File: src/rtl/branch_pc_unit.sv
// rtl/branch_pc_unit.sv - fetch PC register with one-cycle conditional branch resolution
//
// Ports:
//   CLK        system clock, rising edge
//   Reset_n    asynchronous active-low reset
//   advance    fetch consumed the current PC; step to the next word
//   br_valid   conditional branch in decode (held by upstream while stall=1)
//   jump       unconditional jump in decode
//   br_target  target address for br_valid / jump
//   cmp_R      equality comparator result, used only in WAIT_CMP
//   pc         current fetch PC (registered)
//   stall      hold fetch/decode (combinational)
//   flush      one-cycle pulse to discard the fetched instruction (registered)
//   br_cnt     conditional branches resolved, saturating
//   taken_cnt  conditional branches taken, saturating

module branch_pc_unit #(
  parameter logic [15:0] RESET_PC = 16'h0000,
  parameter logic [15:0] STEP     = 16'd2
) (
  input  logic        CLK,
  input  logic        Reset_n,
  input  logic        advance,
  input  logic        br_valid,
  input  logic        jump,
  input  logic [15:0] br_target,
  input  logic        cmp_R,
  output logic [15:0] pc,
  output logic        stall,
  output logic        flush,
  output logic [7:0]  br_cnt,
  output logic [7:0]  taken_cnt
);

  typedef enum logic [0:0] {
    RUN      = 1'b0,
    WAIT_CMP = 1'b1
  } state_t;

  state_t      state_q, state_d;
  logic [15:0] pc_q, pc_d;
  logic [15:0] tgt_q, tgt_d;
  logic        flush_q, flush_d;
  logic [7:0]  br_cnt_q, br_cnt_d;
  logic [7:0]  taken_cnt_q, taken_cnt_d;

  // Saturating increments, precomputed so the FSM body stays readable.
  logic [7:0]  br_cnt_inc;
  logic [7:0]  taken_cnt_inc;

  assign br_cnt_inc    = (br_cnt_q == 8'hFF)    ? br_cnt_q    : br_cnt_q + 8'd1;
  assign taken_cnt_inc = (taken_cnt_q == 8'hFF) ? taken_cnt_q : taken_cnt_q + 8'd1;

  // Stall depends only on state and the decode requests; cmp_R never reaches
  // an output combinationally.
  always_comb begin
    stall = 1'b0;
    if (state_q == WAIT_CMP) begin
      stall = 1'b1;
    end else if (br_valid && !jump) begin
      stall = 1'b1;
    end
  end

  always_comb begin
    state_d     = state_q;
    pc_d        = pc_q;
    tgt_d       = tgt_q;
    flush_d     = 1'b0;
    br_cnt_d    = br_cnt_q;
    taken_cnt_d = taken_cnt_q;

    case (state_q)
      RUN: begin
        if (jump) begin
          pc_d    = br_target;
          flush_d = 1'b1;
        end else if (br_valid) begin
          // Target is captured now so upstream may drop br_valid/br_target
          // once the branch has been accepted.
          tgt_d   = br_target;
          state_d = WAIT_CMP;
        end else if (advance) begin
          pc_d = pc_q + STEP;
        end
      end

      WAIT_CMP: begin
        // Every decode request is ignored here; upstream is stalled.
        state_d  = RUN;
        br_cnt_d = br_cnt_inc;
        if (cmp_R) begin
          pc_d        = tgt_q;
          flush_d     = 1'b1;
          taken_cnt_d = taken_cnt_inc;
        end
      end

      default: begin
        state_d = RUN;
      end
    endcase
  end

  always_ff @(posedge CLK or negedge Reset_n) begin
    if (!Reset_n) begin
      state_q     <= RUN;
      pc_q        <= RESET_PC;
      tgt_q       <= 16'h0000;
      flush_q     <= 1'b0;
      br_cnt_q    <= 8'h00;
      taken_cnt_q <= 8'h00;
    end else begin
      state_q     <= state_d;
      pc_q        <= pc_d;
      tgt_q       <= tgt_d;
      flush_q     <= flush_d;
      br_cnt_q    <= br_cnt_d;
      taken_cnt_q <= taken_cnt_d;
    end
  end

  assign pc        = pc_q;
  assign flush     = flush_q;
  assign br_cnt    = br_cnt_q;
  assign taken_cnt = taken_cnt_q;

endmodule

File: config.mk
export PLATFORM = sky130hd
export DESIGN_NAME = branch_pc_unit
export DESIGN_NICKNAME = d
export VERILOG_FILES = /design/src/rtl/branch_pc_unit.sv
export SDC_FILE = /design/constraint.sdc
export NUM_CORES = 1
export LEC_CHECK = 0
export ABC_AREA = 1
export CORE_ASPECT_RATIO = 1.1
export CORE_MARGIN = 3
export CORE_UTILIZATION = 45
export CTS_BUF_LIST = sky130_fd_sc_hd__clkbuf_4 sky130_fd_sc_hd__clkbuf_8
export DETAILED_ROUTE_END_ITERATION = 8
export GPL_TIMING_DRIVEN = 0
export PLACE_DENSITY = 0.72
export SLEW_MARGIN = 20
export SYNTH_ARGS = -nofsm -noshare
export SYNTH_HDL_FRONTEND = slang
export SYNTH_SLANG_ARGS = --single-unit
export TNS_END_PERCENT = 1
File: constraint.sdc
create_clock -name CLK -period 1.6 [get_ports CLK]
set_input_delay 0.16 -clock CLK [delete_from_list [all_inputs] [get_ports CLK]]
set_output_delay 0.16 -clock CLK [all_outputs]
set_load 0.1 [all_outputs]
==> metrics.md, run 1 <==
| Metric | Value |
|---|---|
| WL final | ~6500 microns |
| Port Buf Inserts | between 50 and 60 |
| CTS sink cnt | 50 |
| Seq/Total Area, Yosys | a little under half |
| Critical path arrival | 1.42 ns |
| Worst setup SP type | input port |
| Most frequent cell after synthesis | nand2_1 |
| DR vias/cell | around 5 |
| Outcome | completed |
| Die X | 79.9 microns |
| Inst Count DP | 488 |
| Wire per inst | approximately 13 microns |
| Clock buffer count from CTS | 5 |
| Reg2Reg Depth | 7 |
| Endpoints failing setup | 0 |
| Syn avg cell area | about 7.6 sq um |
| 1st-pass router iterations | 4 |
| TritonCTS clock tree | built |
| Synth top area cells | dfrtp_1, nand2_1, o21ai_0 |
| Final ANT Viol Nets | 0 |
| Reg-to-reg startpoint | taken_cnt[0] |
| Nets | 446 |
| Worst relative slew slack | 57.8% |
| GP Congestion | 0.819 |
| Largest family of logic cells by synthesized area | simple AND/OR/NAND/NOR gates |
| Worst EP required | ~1.4 ns |
| Worst-margin pin slew | 0.633 ns |
| Post-route setup slack | 0.0232 ns |
| Clock slew at reported path FFs | ~0.10 ns |
| Placed Area | 3390 sq um |
| Die Y | a little under 90 microns |
| FILL cells | approximately 500 |
| Gr usage total | about a fifth |
| Mux cell area share after synthesis | 0% |
| Setup slack, reg-to-reg | 0.03 ns |
| Final HPWL from detailed placement | about 4800 microns |
| Synth top area share | between 40% and 50% |
| Initial antenna violation count | 0 |
| Std cell rows | 28 |
| Share of cells above drive strength 1 | roughly a fifth |
| Cell Area, Synth | roughly 2700 sq um |
| Max-capacitance violation count | 0 |
| Hold/Removal Path Class | in -> async |
| Post-synthesis async set-or-reset flop share | 100% |
| Crit path kind | in -> out |
| CP Max Fanout | 5 |
| Antenna cells | 0 |
| Die area | ~7000 sq um |
| Worst r2r dst | taken_cnt[6] |
| Initial core utilization | between 40% and 50% |
| Worst vdd ir | 1.42 mV |
| Endpoints failing hold | 0 |
| Yosys warning count | 0 |
| Leakage power | around 1.6 nW |
| Cell taking the most area after synthesis | dfrtp_1 |
| First-pass GRT wire length | 11300 microns |
| Tcrit/Tclk final | between 90% and 100% |
| Maximum clock frequency | approximately 630 MHz |
| Grt ovf | 0 |
| Post-Syn Nets | ~380 |
| Post-Synth Simple-Gate Area | between 20 and 30% |
| CP endpoint | stall |
| Total setup buffers inserted after CTS | 0 |
| Vias | 2481 |
| Finished Layout Cells | 497 |
| Number of flops mapped to enable cells by yosys | 0 |
| Synth unique cells | 28 |
| Worst Skew | 0.0126 ns |
| Number of global-route vias before repair | around 2.4k |
| Final Slew Violations | 0 |
| Max clock buf depth | 2 |
| Worst setup path start | jump |
| Detailed-route DRC error count | 0 |
| Post-Synth XOR/XNOR Area | between 5 and 6% |
| H-tree levels | 2 |
| Synthesis-to-layout area growth | 31.4% |
| Area of the core | roughly 5600 sq um |
| Compound-Gate Fraction of Synth Area | about 11% |
| Place WS | -0.547 ns |
| Root Driver | clkbuf_8 |
| Synth Area in Adders | under 10% |
| Ports | 56 |
| Most used DFF post-synth | dfrtp_1 |
| PwrDens | roughly 1500 nW/um^2 |
| Worst-skew pair later-pin latency | roughly 0.31 ns |
| DR iter-0 viols | 143 |
| Cell count after synthesis | 358 |
| Register bit count reported by yosys | 50 |
| Commonest cells post-synth | nand2_1, dfrtp_1, o21ai_0 |
| Largest net degree at the start of global routing | 51 |
| Critical Path End Type | output pin |
| Final instance area | around 3600 sq um |
| Minimum clock period | approximately 1.6 ns |
| RSZ-0062 raised after global routing | true |
-- layer usage --
metal	vias up	global-route usage, %	share of wire, %
li1	1265	-	-
met1	1152	28.5	48
met2	54	33.0	46
met3	10	3.52	4.5
met4	0	6.45	1.7
met5	-	0	0
-- how the worst min path moves through the flow --
stage          cells after the start        end  slack, ns     startpoint
3_5_place_dp                       1  br_cnt[1]       0.23        Reset_n
2_1_floorplan                      0  br_cnt[2]      -0.14        Reset_n
4_1_cts                            3  tgt_q[10]       0.42  br_target[10]
5_1_grt                            3  tgt_q[10]       0.43  br_target[10]
3_3_place_gp                       2  tgt_q[10]       0.46      tgt_q[10]
6_report                           2     pc[14]       0.40        Reset_n
-- registers in the layout (all words and copies together), names as in the netlist --
signal and flops:
pc 16, flush 1, tgt_q 16, br_cnt 8, taken_cnt 8, state_q 1
-- power breakdown --
part / leakage (nW) / internal (mW) / switching, mW
Clock: 0.0472 / 0.349 / 0.436
Sequential: 0.588 / 1.59 / 0.306
Combinational: 0.984 / 0.639 / 2.17
-- logic make-up (layout without fill, tap and decap cells) --
| group | count (synthesis) | count (layout) |
|---|---|---|
| XOR/XNOR | 16 | 16 |
| adder cells (fa/ha/maj) | 3 | 3 |
| AO/OA/AOI/OAI | 56 | 56 |
| buffers and inverters | 48 | 112 |
| AND/OR/NAND/NOR | 185 | 185 |
| flip-flops | 50 | 50 |
-- area by class of cell --
| type | count | area (sq um) | share of cell area [%] |
|---|---|---|---|
| timing repair buffer | 56 | 601 | 16.9 |
| inverter | 39 | 149 | 4.19 |
| sequential | 50 | 1290 | 36.4 |
| clock inverter | 2 | 12.5 | 0.352 |
| multi-input combinational | 260 | 1270 | 35.8 |
| buffer | 9 | 51.3 | 1.44 |
| tap | 75 | 93.8 | 2.64 |
| clock buffer | 6 | 82.6 | 2.32 |
-- critical path, stage by stage --
cell	delay [ns]
clkdlybuf4s50_1	0.52
o21ai_2	0.17
clkdlybuf4s15_2	0.57
-- cells in the final DEF (no fill, tap or decap), types with 12 or more instances in the layout --
master / Yosys / routed
clkdlybuf4s50_1: 0 / 20
nor2_1: 38 / 37
xor2_1: 12 / 12
nand3_1: 17 / 16
nand2_1: 109 / 108
o21ai_0: 39 / 37
dfrtp_1: 50 / 25
inv_1: 35 / 35
dfrtp_2: 0 / 21
clkdlybuf4s15_2: 0 / 34
-- what timing repair did --
item,4_1_cts,5_1_grt
setup endpoints to repair,37,15
pin swaps,1,0
gates resized for setup,104,4
hold buffers,1,0
endpoints found under the hold margin,50,0
cloned,0,0
-- per-stage QoR --
step                      hold WS [ns]  power, mW  TNS (ns)  util [%]
after floorplan                 -0.136       4.05     -1.51         -
after global placement           0.457       4.74    -67.80      60.5
after detailed placement         0.234       4.77     -6.75      60.5
after CTS                        0.423       5.50         0      63.3
after global routing             0.432       5.79    -0.147      63.4
final                            0.403       5.49         0      63.4
Note: power is estimated with default switching activity, not from simulation.
==> run 2, diff against run 1 <==
CORE_ASPECT_RATIO = default   (was 1.1)
RECOVER_POWER = 50   (was default)
==> run 2 against run 1 <==
Compared with the run above:
- largest power group unchanged
- sequential power about the same
- core utilization decreased by 0.74 points
- final area hardly changed
- non-clock buffer count unchanged
- global-route usage decreased by 1.5 points
- die area about the same
- fmax grew 3.1%
==> metrics.md, run 2 (synthesis gave the netlist of run 1 again) <==
| Metric | Value |
|---|---|
| Outcome | completed |
| M1 GR Usage | 26.7% (-1.8 points) |
| Die X | 83.5 microns (+4.5%) |
| GR Layer Usage met2 | 30.9% (-2.1 points) |
| Worst-margin pin slew | 0.634 ns (+0.00139 ns) |
| Most frequent cells in the layout | nand2_1, o21ai_0, nor2_1 |
| Clock buffer count from CTS | 5 (unchanged) |
| Endpoints failing setup | 0 (unchanged) |
| PwrDens | 1530 nW/um^2 (-0.89%) |
| Commonest non-fill, non-tap cell in the layout | nand2_1 |
| Final Util | 62.6% (-0.74 points) |
| Final HPWL from detailed placement | 4850 microns (+1.4%) |
| GP Congestion | 0.883 (+7.9%) |
| Worst vdd ir | 1.10 mV (-23%) |
| Share of cells above drive strength 1 | 22.0% (+0.66 points) |
| Max clock buf depth | 2 (unchanged) |
| Cell family with most CP delay | flip-flops |
| Leakage power | 1.62 nW (-0.24%) |
| Die Y | 83.5 microns (-4.3%) |
| Nets | 447 (+0.22%) |
| Number of global-route vias before repair | 2398 (-1.3%) |
| Endpoints failing hold | 0 (unchanged) |
| Worst relative slew slack | 57.7% (-0.092 points) |
| Worst setup SP type | register |
| Largest net degree at the start of global routing | 51 (unchanged) |
| Crit-path cells | ha_1 > nand3_2 > nor3_2 > a21oi_1 > o21ai_0 |
| Final Slew Violations | 0 (unchanged) |
| H-tree levels | 2 (unchanged) |
| TritonCTS clock tree | built |
| Worst EP required | 1.77 ns (+0.33 ns) |
| Std cell rows | 27 (-3.6%) |
| Hold/Removal Path Class | in -> async |
| Maximum clock frequency | 654 MHz (+3.1%) |
| Inst Count DP | 485 (-0.61%) |
| 1st-pass router iterations | 5 (+1) |
| Initial core utilization | 47.6% (-0.60 points) |
| RSZ-0062 raised after global routing | false |
| Worst Skew | 0.0104 ns (-0.00217 ns) |
| Place WS | -0.545 ns (+0.00235 ns) |
| CTS sink cnt | 50 (unchanged) |
| Area of the core | 5680 sq um (+1.2%) |
| WP buf/inv | 0 (-2) |
| Total setup buffers inserted after CTS | 0 (unchanged) |
| Detailed-route DRC error count | 0 (unchanged) |
| Critical path arrival | 1.70 ns (+0.28 ns) |
| Final ANT Viol Nets | 0 (unchanged) |
| Ports | 56 (unchanged) |
| Finished Layout Cells | 495 (-0.40%) |
| Crit path kind | reg -> reg |
| Post-route setup slack | 0.0711 ns (+0.0479 ns) |
| Slowest CP cell | dfrtp_4 |
| GRT busiest layer | met2 |
| Wire per inst | 13.2 microns (+0.87%) |
| Initial antenna violation count | 0 (unchanged) |
| TNS Setup | 0 ns (unchanged) |
| Tcrit/Tclk final | 95.6% (-3.0 points) |
| Antenna cells | 0 (unchanged) |
| Vias | 2554 (+2.9%) |
| Root Driver | clkbuf_8 |
| Max-capacitance violation count | 0 (unchanged) |
| Final instance area | 3550 sq um (about the same) |
| DR vias/cell | 5.16 (+3.4%) |
| Worst-skew pair later-pin latency | 0.30 ns (about the same) |
| Grt met3 use | 3.95% (+0.43 points) |
| Die area | 6970 sq um (about the same) |
| Grt ovf | 0 (unchanged) |
| Port Buf Inserts | 55 (unchanged) |
| Synthesis-to-layout area growth | 31.5% (about the same) |
| Max stage delay on crit path | 0.50 ns (-0.07 ns) |
| DR iter-0 viols | 146 (+2.1%) |
| Critical Path End Type | register |
| First-pass GRT wire length | 11100 microns (-2.0%) |
| CP Max Fanout | 5 (unchanged) |
| Clock slew at reported path FFs | 0.10 ns (about the same) |
| FILL cells | 507 (unchanged) |
| Minimum clock period | 1.53 ns (-0.0479 ns) |
| WL final | 6560 microns (+0.46%) |
| Placed Area | 3390 sq um (-0.11%) |
| Gr usage total | 19.2% (-1.5 points) |
[run 2: what timing repair did]
action | in CTS | in global routing
cloned | 0 | 1
resized for setup | 103 | 10
hold buffers | 1 | 0
hold endpoints to repair | 50 | 0
pin swaps | 1 | 1
endpoints found under the setup margin | 35 | 23
[run 2: worst reg2reg max path, cell delays in order, from the launching register on]
cell and delay [ns]:
dfrtp_4 0.50, ha_1 0.24, nand3_2 0.11, nor3_2 0.07, a21oi_1 0.35, o21ai_0 0.13
[run 2: path summary, 6_finish.rpt]
| path | start | to | slack, ns | cells after the start |
|---|---|---|---|---|
| max | taken_cnt[0] | taken_cnt[5] | 0.07 | 5 |
| min | Reset_n | br_cnt[5] | 0.40 | 2 |
| max reg2reg | taken_cnt[0] | taken_cnt[5] | 0.07 | 5 |
| min reg2reg | tgt_q[10] | tgt_q[10] | 0.49 | 2 |
| max in group asynchronous | Reset_n | pc[1] | 0.72 | 2 |
| min in group CLK | br_target[10] | tgt_q[10] | 0.42 | 3 |
[run 2: routing by layer]
layer	part of all wire, %	routed length [microns]	vias up
li1	-	-	1279
met1	47	3070	1201
met2	47	3090	68
met3	4.9	318	6
met4	1.1	72	0
met5	0	0	-
[run 2: metrics by stage]
step / hold WS [ns] / power, mW
after floorplan: -0.136 / 4.05
after global placement: 0.455 / 4.74
after detailed placement: 0.223 / 4.77
after CTS: 0.418 / 5.47
after global routing: 0.448 / 5.75
final: 0.401 / 5.44
[run 2: report_power, final]
group	switching, mW	leakage (nW)	internal, mW	total, mW
sequential	0.307	0.588	1.59	1.90
clock	0.427	0.0408	0.313	0.740
combinational	2.17	0.987	0.634	2.80
[run 2: cell type report]
type                            instances  area [sq um]  area share (%)
Buffer                                  9          51.3            1.44
Sequential cell                        50          1290            36.4
Multi-Input combinational cell        261          1280            36.1
Inverter                               39           151            4.26
Clock inverter                          3          23.8           0.669
Tap cell                               72          90.1            2.53
Clock buffer                            5          68.8            1.94
Timing Repair Buffer                   56           594            16.7
==> run 3, diff against run 2 <==
PLACE_DENSITY = 0.68   (was 0.72)
SLEW_MARGIN = default   (was 20)
clock period = 1.5 ns   (was 1.6 ns; I/O delays follow)
==> run 3 against run 2 <==
Compared with the run above:
- register-to-register slack worse by 0.04 ns
- sequential share of layout area shrank 0.37 points
- sequential cell count stayed put
- worst hold slack better by 0.016 ns
- global-route usage up 0.32 points
- clock skew decreased by 0.0035 ns
- non-clock buffer count is 1 higher
- critical path type is now reg -> out
- largest cell class is now multi-input gates
- highest routed layer unchanged
==> metrics.md, run 3 (synthesis gave the netlist of run 1 again) <==
| Metric | Value |
|---|---|
| Antenna cells | 0 (unchanged) |
| Grt ovf | 0 (unchanged) |
| Worst min-delay path startpoint | br_target[0] |
| H-tree levels | 2 (unchanged) |
| Worst setup SP type | register |
| Place WS | -0.614 ns (-0.0690 ns) |
| Port Buf Inserts | 55 (unchanged) |
| Area of the core | 5680 sq um (unchanged) |
| Nets | 447 (unchanged) |
| RSZ-0062 raised after global routing | true |
| Tcrit/Tclk final | between 90 and 100% |
| Combinational Power Share | 51.4% (about the same) |
| Worst r2r dst | pc[11] |
| Worst setup path start | pc[13] |
| Final Slew Violations | 0 (unchanged) |
| Setup slack, reg-to-reg | 0.03 ns (-0.04 ns) |
| Crit path kind | reg -> out |
| WP buf/inv | 1 (+1) |
| Clock slew at reported path FFs | 0.09 ns (about the same) |
| Critical Path Stages | 1 (-4) |
| Critical Path End Type | output pin |
| Cell family with most CP delay | buffers and inverters |
| Synthesis-to-layout area growth | 33.1% |
| Number of global-route vias before repair | 2422 (+1.0%) |
| Std cell rows | 27 (unchanged) |
| Final instance area | 3600 sq um (+1.2%) |
| Final ANT Viol Nets | 0 (unchanged) |
| WHS | 0.417 ns (+0.0156 ns) |
| Ports | 56 (unchanged) |
| DR iter-0 viols | 198 (+36%) |
| Commonest non-fill, non-tap cell in the layout | nand2_1 |
| Worst EP required | 1.35 ns (-0.42 ns) |
| Worst-margin pin slew | 1.10 ns (+0.467 ns) |
| Endpoints failing hold | 0 (unchanged) |
| Placed Area | 3410 sq um (+0.59%) |
| Final Util | 63.4% (+0.77 points) |
| Die area | 6970 sq um (unchanged) |
| Minimum clock period | ~1.5 ns |
| Max clock buf depth | 2 (unchanged) |
| Final HPWL from detailed placement | 4960 microns (+2.2%) |
| 1st-pass router iterations | 5 (unchanged) |
| First-pass GRT wire length | 11200 microns (+1.3%) |
| Worst relative slew slack | 26.6% (-31 points) |
| Root Driver | clkbuf_8 |
| WL final | 6500 microns (-0.79%) |
| Switching Share | 52.6% (-0.76 points) |
| Most frequent cells in the layout | nand2_1, o21ai_0, inv_1, nor2_1, clkdlybuf4s15_2 |
| Worst-skew pair later-pin latency | 0.30 ns (about the same) |
| CP Max Fanout | 6 (+1) |
| Critical path arrival | 1.33 ns (-0.37 ns) |
| Initial core utilization | 47.6% (unchanged) |
| Vias | 2559 (+0.20%) |
| Outcome | completed |
| Reg2Reg Depth | 9 (+4) |
| Clk pwr share | 13.9% (+0.3 points) |
| Slowest CP cell | clkdlybuf4s15_2 |
| Leakage power | 1.64 nW (+1.4%) |
| Share of cells above drive strength 1 | 23.2% (+1.2 points) |
| Initial antenna violation count | 0 (unchanged) |
| CTS sink cnt | 50 (unchanged) |
| Hold/Removal Path Class | in -> reg |
| Endpoints failing setup | 0 (unchanged) |
| Wire per inst | 13.1 microns (-0.79%) |
| Gr usage total | 19.5% (+0.32 points) |
| Clock buffer count from CTS | 5 (unchanged) |
| Detailed-route DRC error count | 0 (unchanged) |
| Crit-path cells | clkdlybuf4s15_2 |
| Max-capacitance violation count | 0 (unchanged) |
| Reg-to-reg startpoint | state_q |
| Power Internal | 2.79 mW (+9.7%) |
| Seq pwr share | 34.7% (-0.2 points) |
| PwrDens | 1630 nW/um^2 (+6.6%) |
| Largest net degree at the start of global routing | 32 (-37%) |
| DR vias/cell | 5.17 (+0.20%) |
| Worst vdd ir | 1.24 mV (+13%) |
| CP endpoint | pc[13] |
| Die Y | 83.5 microns (unchanged) |
| Maximum clock frequency | roughly 670 MHz |
| Switching pwr | 3.09 mW (+6.4%) |
| Max stage delay on crit path | 0.59 ns (+0.09 ns) |
| TNS Setup | 0 ns (unchanged) |
| GP Congestion | 0.904 (+2.4%) |
| Die X | 83.5 microns (unchanged) |
| Post-route setup slack | 0.0162 ns (-0.0549 ns) |
| Worst Skew | 0.00690 ns (-0.00350 ns) |
| TritonCTS clock tree | built |
==> run 3: cell types whose count changed in the layout (fill, tap and decap cells not counted), sizes merged <==
cell,change
inv,-2
clkinv,+2
a21oi,-1
clkbuf,+5
clkdlybuf4s15,-2
clkinvlp,-2
==> run 3: layout make-up <==
type / count / area, sq um
clock buffers: 7 / 90.1
fillers: 535 / 2080
multi-input cells: 260 / 1310
repair buffers: 57 / 598
flip-flops and latches: 50 / 1290
plain buffers: 9 / 57.6
well taps: 72 / 90.1
inverters: 39 / 154
clock inverters: 1 / 5.00
==> run 3: worst register-to-register path: stages, from the launching register on <==
cell      delay (ns)
dfrtp_1         0.40
inv_2           0.13
nand2_4         0.12
nor2_4          0.14
inv_2           0.07
nand2_4         0.12
clkinv_4        0.10
buf_8           0.15
nor2_1          0.09
a21oi_1         0.05
==> run 3: repair_timing <==
| action | 4_1_cts | 5_1_grt |
|---|---|---|
| setup buffers | 0 | 0 |
| gates resized for setup | 107 | 18 |
| hold buffers | 1 | 0 |
| pin swaps | 0 | 2 |
| endpoints found under the setup margin | 54 | 41 |
| endpoints found under the hold margin | 19 | 0 |
==> run 3: metal layers <==
layer | track usage (%) | vias up | wire (microns)
met4 | 6.14 | 0 | 97
met5 | 0 | - | 0
li1 | - | 1267 | -
met2 | 30.8 | 83 | 3050
met1 | 27.4 | 1198 | 2960
met3 | 3.36 | 11 | 393
==> run 3: power groups by stage <==
stage	logic (mW)	clock network, mW	registers, mW
2_1_floorplan	0.679	0	3.64
3_3_place_gp	3.03	0	2.03
3_5_place_dp	3.06	0	2.04
4_1_cts	3.01	0.841	2.02
5_1_grt	3.20	0.893	2.09
6_report	3.02	0.819	2.04
==> run 3: how the worst min path moves through the flow <==
stage	to	slack, ns	cells past startpoint
2_1_floorplan	br_cnt[2]	-0.15	0
3_3_place_gp	tgt_q[0]	0.45	2
3_5_place_dp	br_cnt[5]	0.13	1
4_1_cts	tgt_q[1]	0.34	2
5_1_grt	tgt_q[0]	0.43	3
6_report	tgt_q[0]	0.42	3
==> run 3: per-stage QoR <==
| stage | power, mW | std cells |
|---|---|---|
| after floorplan | 4.32 | 358 |
| after global placement | 5.06 | 485 |
| after detailed placement | 5.10 | 486 |
| after CTS | 5.87 | 495 |
| after global routing | 6.18 | 495 |
| final | 5.87 | 495 |
